<file path="src/rtl/cgp_fitness_eval_if.sv">
// rtl/cgp_fitness_eval_if.sv - control, result and candidate-netlist signals of the CGP fitness evaluator
//
// start/abort        : evaluation request / cancel (toward evaluator)
// busy/done          : evaluation in progress / one-cycle results-valid pulse
// mismatches/score   : registered results of the last completed sweep
// cand_in/cand_out   : pattern driven into the candidate netlist / its response
// slave modport is the evaluator's view; master is the controller plus candidate.
interface cgp_fitness_eval_if #(
    parameter int N_IN  = 4,
    parameter int N_OUT = 1
);
    localparam int CW = $clog2((1 << N_IN) * N_OUT + 1);

    logic              start;
    logic              abort;
    logic              busy;
    logic              done;
    logic [CW-1:0]     mismatches;
    logic [CW-1:0]     score;
    logic [N_IN-1:0]   cand_in;
    logic [N_OUT-1:0]  cand_out;

    modport master (
        output start, abort, cand_out,
        input  busy, done, mismatches, score, cand_in
    );

    modport slave (
        input  start, abort, cand_out,
        output busy, done, mismatches, score, cand_in
    );
endinterface

</file>
<file path="src/rtl/cgp_fitness_eval.sv">
// rtl/cgp_fitness_eval.sv - sweeps all input patterns through a CGP candidate and scores it against odd parity
//
// clk    : rising-edge clock
// rst_n  : asynchronous active-low reset
// bus    : cgp_fitness_eval_if.slave (start/abort in, busy/done/mismatches/score out,
//          cand_in driven to the candidate, cand_out sampled from it)
module cgp_fitness_eval #(
    parameter int N_IN   = 4,
    parameter int N_OUT  = 1,
    parameter int SETTLE = 1
) (
    input  logic               clk,
    input  logic               rst_n,
    cgp_fitness_eval_if.slave  bus
);
    localparam int PAT = 1 << N_IN;
    localparam int TOT = PAT * N_OUT;
    localparam int CW  = $clog2(TOT + 1);
    localparam int SW  = (SETTLE > 0) ? $clog2(SETTLE + 1) : 1;

    typedef enum logic [1:0] {IDLE, RUN, DONE} state_t;

    state_t           state, state_nxt;
    logic [N_IN-1:0]  pat, pat_nxt;
    logic [SW-1:0]    settle_cnt, settle_nxt;
    logic [CW-1:0]    acc, acc_nxt;
    logic [CW-1:0]    mism, mism_nxt;
    logic [CW-1:0]    score, score_nxt;
    logic             busy, busy_nxt;
    logic             done, done_nxt;

    logic             golden;
    logic [CW-1:0]    miss_cnt;
    logic [CW-1:0]    total;
    logic [CW-1:0]    raw_score;

    // Per-pattern miss count; !== makes an undriven/X candidate bit a miss.
    always_comb begin
        golden   = ^pat;
        miss_cnt = '0;
        for (int i = 0; i < N_OUT; i++) begin
            if (bus.cand_out[i] !== golden) begin
                miss_cnt = miss_cnt + CW'(1);
            end
        end
        total     = acc + miss_cnt;
        raw_score = CW'(TOT) - total;
    end

    always_comb begin
        state_nxt  = state;
        pat_nxt    = pat;
        settle_nxt = settle_cnt;
        acc_nxt    = acc;
        mism_nxt   = mism;
        score_nxt  = score;
        busy_nxt   = busy;
        done_nxt   = 1'b0;
        case (state)
            IDLE: begin
                if (bus.start) begin
                    state_nxt  = RUN;
                    pat_nxt    = '0;
                    settle_nxt = '0;
                    acc_nxt    = '0;
                    busy_nxt   = 1'b1;
                end
            end
            RUN: begin
                if (bus.abort) begin
                    state_nxt  = IDLE;
                    pat_nxt    = '0;
                    settle_nxt = '0;
                    busy_nxt   = 1'b0;
                end else if (settle_cnt == SW'(SETTLE)) begin
                    settle_nxt = '0;
                    if (pat != N_IN'(PAT - 1)) begin
                        pat_nxt = pat + N_IN'(1);
                        acc_nxt = total;
                    end else begin
                        // Last pattern stays on cand_in; results publish with done.
                        state_nxt = DONE;
                        acc_nxt   = total;
                        mism_nxt  = total;
                        // A score of exactly half is what a constant/degenerate
                        // candidate earns on parity, so it is suppressed to 0.
                        score_nxt = (raw_score == CW'(TOT / 2)) ? '0 : raw_score;
                        done_nxt  = 1'b1;
                        busy_nxt  = 1'b0;
                    end
                end else begin
                    settle_nxt = settle_cnt + SW'(1);
                end
            end
            DONE: begin
                state_nxt = IDLE;
            end
            default: begin
                state_nxt = IDLE;
            end
        endcase
    end

    always_ff @(posedge clk or negedge rst_n) begin
        if (!rst_n) begin
            state      <= IDLE;
            pat        <= '0;
            settle_cnt <= '0;
            acc        <= '0;
            mism       <= '0;
            score      <= '0;
            busy       <= 1'b0;
            done       <= 1'b0;
        end else begin
            state      <= state_nxt;
            pat        <= pat_nxt;
            settle_cnt <= settle_nxt;
            acc        <= acc_nxt;
            mism       <= mism_nxt;
            score      <= score_nxt;
            busy       <= busy_nxt;
            done       <= done_nxt;
        end
    end

    assign bus.cand_in    = pat;
    assign bus.busy       = busy;
    assign bus.done       = done;
    assign bus.mismatches = mism;
    assign bus.score      = score;
endmodule

</file>
<file path="src/flat_wrapper.sv">
// flat-port wrapper written by rule: the top's interface ports become plain ports
module cgp_fitness_eval_flat 
#(
    parameter int N_IN   = 4,
    parameter int N_OUT  = 1,
    parameter int SETTLE = 1
)
  (clk, rst_n, bus_start, bus_abort, bus_cand_out, bus_busy, bus_done, bus_mismatches, bus_score, bus_cand_in);
  cgp_fitness_eval_if #(.N_IN(N_IN), .N_OUT(N_OUT)) bus_i ();
  input  logic clk;
  input  logic rst_n;
  input wire logic [$bits(bus_i.start)-1:0] bus_start;
  input wire logic [$bits(bus_i.abort)-1:0] bus_abort;
  input wire logic [$bits(bus_i.cand_out)-1:0] bus_cand_out;
  output wire logic [$bits(bus_i.busy)-1:0] bus_busy;
  output wire logic [$bits(bus_i.done)-1:0] bus_done;
  output wire logic [$bits(bus_i.mismatches)-1:0] bus_mismatches;
  output wire logic [$bits(bus_i.score)-1:0] bus_score;
  output wire logic [$bits(bus_i.cand_in)-1:0] bus_cand_in;
  assign bus_i.start = bus_start;
  assign bus_i.abort = bus_abort;
  assign bus_i.cand_out = bus_cand_out;
  assign bus_busy = bus_i.busy;
  assign bus_done = bus_i.done;
  assign bus_mismatches = bus_i.mismatches;
  assign bus_score = bus_i.score;
  assign bus_cand_in = bus_i.cand_in;
  cgp_fitness_eval #(.N_IN(N_IN), .N_OUT(N_OUT), .SETTLE(SETTLE)) u_core (.clk(clk), .rst_n(rst_n), .bus(bus_i));
endmodule
</file>
<file path="config.mk">
export PLATFORM = sky130hd
export DESIGN_NAME = cgp_fitness_eval_flat
export DESIGN_NICKNAME = d
export VERILOG_FILES = /design/src/rtl/cgp_fitness_eval_if.sv /design/src/rtl/cgp_fitness_eval.sv /design/src/flat_wrapper.sv
export SDC_FILE = /design/constraint.sdc
export NUM_CORES = 1
export LEC_CHECK = 0
export BUFFER_PORTS_ARGS = -buffer_cell sky130_fd_sc_hd__buf_2
export CAP_MARGIN = 20
export CORE_MARGIN = 2
export CORE_UTILIZATION = 54
export CTS_CLUSTER_DIAMETER = 80
export DETAILED_ROUTE_END_ITERATION = 8
export PLACE_DENSITY = 0.77
export SYNTH_ARGS = -nofsm -noshare
export SYNTH_HDL_FRONTEND = slang
export SYNTH_SLANG_ARGS = --single-unit
</file>
<file path="constraint.sdc">
create_clock -name clk -period 3.5 [get_ports clk]
set_input_delay 0.175 -clock clk [delete_from_list [all_inputs] [get_ports clk]]
set_output_delay 0.175 -clock clk [all_outputs]
set_load 0.01 [all_outputs]
</file>
Word level (Yosys, flattened, before mapping) --
Index checks and enable logic that the tools add are counted.
Cells by class: reductions and logical operators 9, $add $sub $neg 4, equal/unequal tests 10, mux-type cells 29, bitwise logic cells 2
Operator list (count):
- 5-bit 2-to-1 mux | 4
- 4-bit 2-to-1 mux | 4
- 4-bit AND reduction | 4
- 1-bit 2-to-1 mux | 12
- 5-bit case mux with 2 select lines | 1
- 2-bit 2-to-1 mux | 4
- 4-bit case mux with 2 select lines | 1
- 3-bit by 2-bit inequality test with 1-bit output (second input constant) | 2
- 5-bit by 1-bit adder with 5-bit output | 1
- 5-bit by 4-bit == test with 1-bit output (second input constant) | 1
- 5-bit subtractor (first input constant) | 1
- 4-bit by 1-bit adder with 4-bit output (second input constant) | 1
- 2-bit inequality test (second input constant) | 2
- 4-bit inequality test (second input constant) | 1
- 1-bit case mux with 2 select lines | 2
- 2-bit case mux with 2 select lines | 1
- 4-bit XOR reduction | 1
- 3-bit inequality test (second input constant) | 1
- 3-bit AND reduction | 1
- 2-bit by 1-bit == test with 1-bit output (second input constant) | 1
- 2-bit logical NOT | 1
- 2-bit by 1-bit inequality test with 1-bit output (second input constant) | 1
- 1-bit inverter | 2
- 2-bit AND reduction | 1
- other kinds (3) | 3
Word-level totals: logic and storage cells 62, register bits 24

Longest topological paths before layout --
word-level depth 7, mapped depth 10

Least setup slack after synthesis --
OpenSTA, ideal clock, no wires.
path type flip-flop to flip-flop, from register u_core.pat[0] (netlist: u_core.bus.cand_in[0]), to register u_core.score[4] (netlist: u_core.bus.score[4]), stages on the path, launching flop included 10, setup time 0.125 ns, data arrival time 2.375 ns, required time 3.375 ns, buffers on the path 0, slack 1.000 ns, cells stage by stage dfrtp_1 > ha_1 > xnor2_1 > xnor2_1 > ha_1 > ha_1 > xnor2_1 > nand3_1 > xor2_1 > mux2_2
Between the ends: longest elaborated chain between the ends 7, elaborated cells on any way between the ends 10, classes of those cells add/sub: 2; eq/ne: 3; mux: 2; bitwise: 1; reduce/logical: 2
RTL lines:
- from (decl) | line cgp_fitness_eval.sv:24 | logic [N_IN-1:0] pat, pat_nxt;
- from (signal assigned) | line cgp_fitness_eval.sv:116 | pat <= pat_nxt;
- 4-bit XOR reduction | line cgp_fitness_eval.sv:39 | golden = ^pat;
- 1-bit case inequality test | line cgp_fitness_eval.sv:42 | if (bus.cand_out[i] !== golden) begin
- 1-bit 2-to-1 mux | line cgp_fitness_eval.sv:42
- 5-bit by 1-bit adder with 5-bit output | line cgp_fitness_eval.sv:46 | total = acc + miss_cnt;
- 5-bit subtractor | line cgp_fitness_eval.sv:47 | raw_score = CW'(TOT) - total;
- 5-bit by 4-bit == test with 1-bit output | line cgp_fitness_eval.sv:87 | score_nxt = (raw_score == CW'(TOT / 2)) ? '0 : raw_score;
- 5-bit 2-to-1 mux | line cgp_fitness_eval.sv:87
- to (signal assigned) | line cgp_fitness_eval.sv:120 | score <= score_nxt;
- to (decl) | line cgp_fitness_eval.sv:28 | logic [CW-1:0] score, score_nxt;
Several ways; a longest one is shown, not always the timed one. A chain may end at the register's enable or synchronous reset.

Final worst setup path --
Same ends and word-level chain as after synthesis.

==> summary.md <==
| Metric | Value |
|---|---|
| Yosys Warn Count | `0` |
| Critical-path cell list | `ha_1, xnor2_1, xnor2_1, ha_1, ha_1, xnor2_1, nand3_1, xor2_1, mux2_2` |
| CP max-delay cell | `xnor2_1` |
| Syn Inst Count | `between 100 and 150` |
| Vias | `873` |
| Final wirelength | `2171 um` |
| Largest net degree at the start of global routing | `25` |
| Starting Density | `56.20%` |
| Final setup fails | `0` |
| Synth Register Bits | `24` |
| Gr usage total | `18.81%` |
| Measured slew at the worst slew-check pin | `0.6886 ns` |
| Highest-count cells in the layout ignoring fill and taps | `24 x dfrtp_1, 20 x buf_2, 11 x nor2_1` |
| Max Slew Vio Count | `0` |
| Worst endpoint required time | `3.74 ns` |
| Final-stage net count | `146` |
| Detailed Routing Iterations Pass 1 | `4` |
| Pwr dens | `466.6 nW/um^2` |
| Crit path DAT | `~2.9 ns` |
| Fin crit share | `between 70% and 80%` |
| Routability cong. | `0.7757` |
| DRC viols | `0` |
| R2r startpoint | `u_core.bus.cand_in[0]` |
| Avg Cell Area, Syn | `10.80 um^2` |
| Global-route wire length before repair | `3663 um` |
| Antenna Cells | `0` |
| Mux share of post-synthesis cell area | `5.386%` |
| CTS clk-pin slew, worst paths | `0.15 ns` |
| Post-DP HPWL | `1563 um` |
| Largest family of logic cells by synthesized area | `simple AND/OR/NAND/NOR gates` |
| Post-synthesis simple-gate area fraction | `approximately 15%` |
| Detailed Route Iter0 Violations | `13` |
| Crit-path max cell delay | `0.47 ns` |
| Die height | `51.75 um` |
| Worst slew margin | `54.10%` |
| Synth top area share | `between 40% and 50%` |
| TritonCTS Sinks | `24` |
| Final ANT Viol Nets | `0` |
| Worst hold stages | `3` |
| Routed len/inst | `13.32 um` |
| Worst hold start | `bus_start` |
| Htree depth | `1` |
| Ratio of cells with drive above 1 in the final layout | `28.15%` |
| Setup TNS | `0 ns` |
| Commonest non-fill, non-tap cell in the layout | `dfrtp_1` |
| Max Cap Violations | `0` |
| Setup CP Type | `register to register` |
| Yosys cell types | `29` |
| Hold path endpoint | `u_core.state[0]` |
| Vias in the first global route | `811` |
| Die W | `51.75 um` |
| Clock latency on the worst-skew pair | `0.33 ns` |
| Synth Area in Adders | `5.081%` |
| RSZ-0062 raised after global routing | `no` |
| R2r setup slk | `0.81 ns` |
| Post-synthesis sequential area ratio | `48.78%` |
| Row count | `17` |
| Die area | `2678 um^2` |
| Lkg Pwr | `0.6762 nW` |
| Critical Path End Type | `register` |
| Post-CTS sizing | `0` |
| Register Area | `600.6 um^2` |
| Top cells by area, synth | `dfrtp_1 49%, ha_1 5.1%, mux2_2 4.6%, o21ai_0 4.1%, a21oi_2 3.6%` |
| Post-Synthesis Cell Area | `roughly 1200 um^2` |
| Total grt overflow | `0` |
| Core area | `between 2000 and 2500 um^2` |
| Initial antenna violation count | `0` |
| Via density per instance | `5.356` |
| VDD IR-drop max | `about 0.00039 V` |
| Post-route design area | `1394 um^2` |
| Clock tree root buffer cell | `clkbuf_4` |
| # fillers | `about 190` |
| Synth Area in Compound Gates | `13.52%` |
| Hold Violations, Final | `0` |
| Synth Area in XOR/XNOR | `under 10%` |
| Cell accounting for the most synthesized area | `dfrtp_1` |
| CTS Buffer Depth | `2` |
| Mapped Nets | `124` |
| R2R Path End | `u_core.bus.score[4]` |
| Top-Level Pins | `21` |
| CP max FO | `5` |
| CTS tree | `built` |
| IO Port Bufs | `20` |
| Area Overhead vs Synth | `13.21%` |
| Placement Cell Area | `1331 um^2` |
| Num CTS Buffers | `3` |
| Setup crit start kind | `register` |
| Max Clk Rate | `372.1 MHz` |
| Worst reg2reg path depth | `9` |
| Final clock skew | `0.01584 ns` |
| Multi-input gate area | `576.8 um^2` |
| Status | `completed` |
| Total design power | `about 0.00065 W` |
| Tmin final | `2.687 ns` |
| Worst hold path class | `input pin to register` |
through the flow:
stage / setup slack [ns] / utilization [%] / hold WS [ns] / instances
finish: 0.8128 / 63.62 / 0.1499 / 163
CTS: 0.8101 / 63.62 / 0.1451 / 163
floorplan: 0.9999 / - / -0.1206 / 114
global route: 0.6488 / 63.62 / 0.1834 / 163
global placement: 0.8708 / 60.77 / 0.1796 / 158
detailed placement: 0.8197 / 60.77 / 0.1823 / 158
power by group:
part	internal [W]	switching (W)	total, W	leakage [nW]
combinational	0.0000585	0.0000797	0.000138	0.320
sequential	0.000289	0.0000162	0.000305	0.328
clock	0.000116	0.0000907	0.000207	0.0279
total	0.000464	0.000187	0.000650	0.676
registers in the layout, summed over array words and instances (netlist names):
name and cells:
u_core.bus.score 5, u_core.acc 5, u_core.bus.busy 1, u_core.bus.cand_in 4, u_core.settle_cnt 1, u_core.bus.mismatches 5
u_core.state 2, u_core.bus.done 1
metal layers:
metal / GRT usage [%] / up-vias / part of all wire [%]
met2: 28.85 / 20 / 46
met1: 25.66 / 414 / 48
met5: 0 / - / 0
met3: 1.724 / 5 / 3.6
li1: - / 434 / -
met4: 11.84 / 0 / 2.7
worst max-delay path by stage:
stage	start	endpoint	slack [ns]	depth (start not counted)
floorplan	u_core.bus.cand_in[0]	u_core.bus.score[4]	1.0	9
global placement	u_core.bus.cand_in[0]	u_core.bus.score[4]	0.87	9
detailed placement	u_core.bus.cand_in[0]	u_core.bus.score[4]	0.82	9
CTS	u_core.bus.cand_in[0]	u_core.bus.score[4]	0.81	9
global route	u_core.bus.cand_in[0]	u_core.bus.score[4]	0.65	9
finish	u_core.bus.cand_in[0]	u_core.bus.score[4]	0.81	9
cells in the mapped netlist:
master    count
dfrtp_1      24
o21bai_1      1
a21oi_2       5
or3b_1        1
nand2_1      10
inv_1         5
a31oi_4       1
a21oi_1       4
xnor2_1       4
a211oi_1      1
xor2_2        1
nor3b_1       1
buf_6         2
o21ai_0      10
ha_1          5
nand3_1       7
and4_1        2
a21bo_2       1
nor2_1       11
mux2i_1       1
buf_4         1
nand4_1       1
nand3b_1      1
mux2_2        5
nor3b_4       1
xor2_1        5
clkbuf_2      1
nand2b_1      1
a31oi_1       1
repair_timing:
action	4_1_cts	5_1_grt
buffers inserted	0	0
hold endpoints to repair	24	0
hold buffers	1	0
critical path, delay by kind of cell (launching register included):
kind	cells	cell delay, ns
xor+xnor	4	0.91
simple gates	1	0.17
fa+ha+maj	3	0.80
mux	1	0.28
flops	1	0.44
cells by family after synthesis:
| logic type | after synthesis |
|---|---|
| AOI/OAI and AO/OA | 24 |
| muxes | 6 |
| DFF | 24 |
| buffers and inverters | 9 |
| xor gates and xnor gates | 10 |
| and+or+nand+nor | 36 |
| adders and majority gates | 5 |
area by class of cell:
| type | count | share of cell area, % |
|---|---|---|
| Sequential cell | 24 | 43.09 |
| Multi-Input combinational cell | 81 | 41.38 |
| Timing Repair Buffer | 21 | 7.899 |
| Tap cell | 28 | 2.513 |
| Clock inverter | 1 | 2.154 |
| Clock buffer | 3 | 1.616 |
| Inverter | 5 | 1.346 |
No activity file was read; power rests on OpenSTA's default activity.
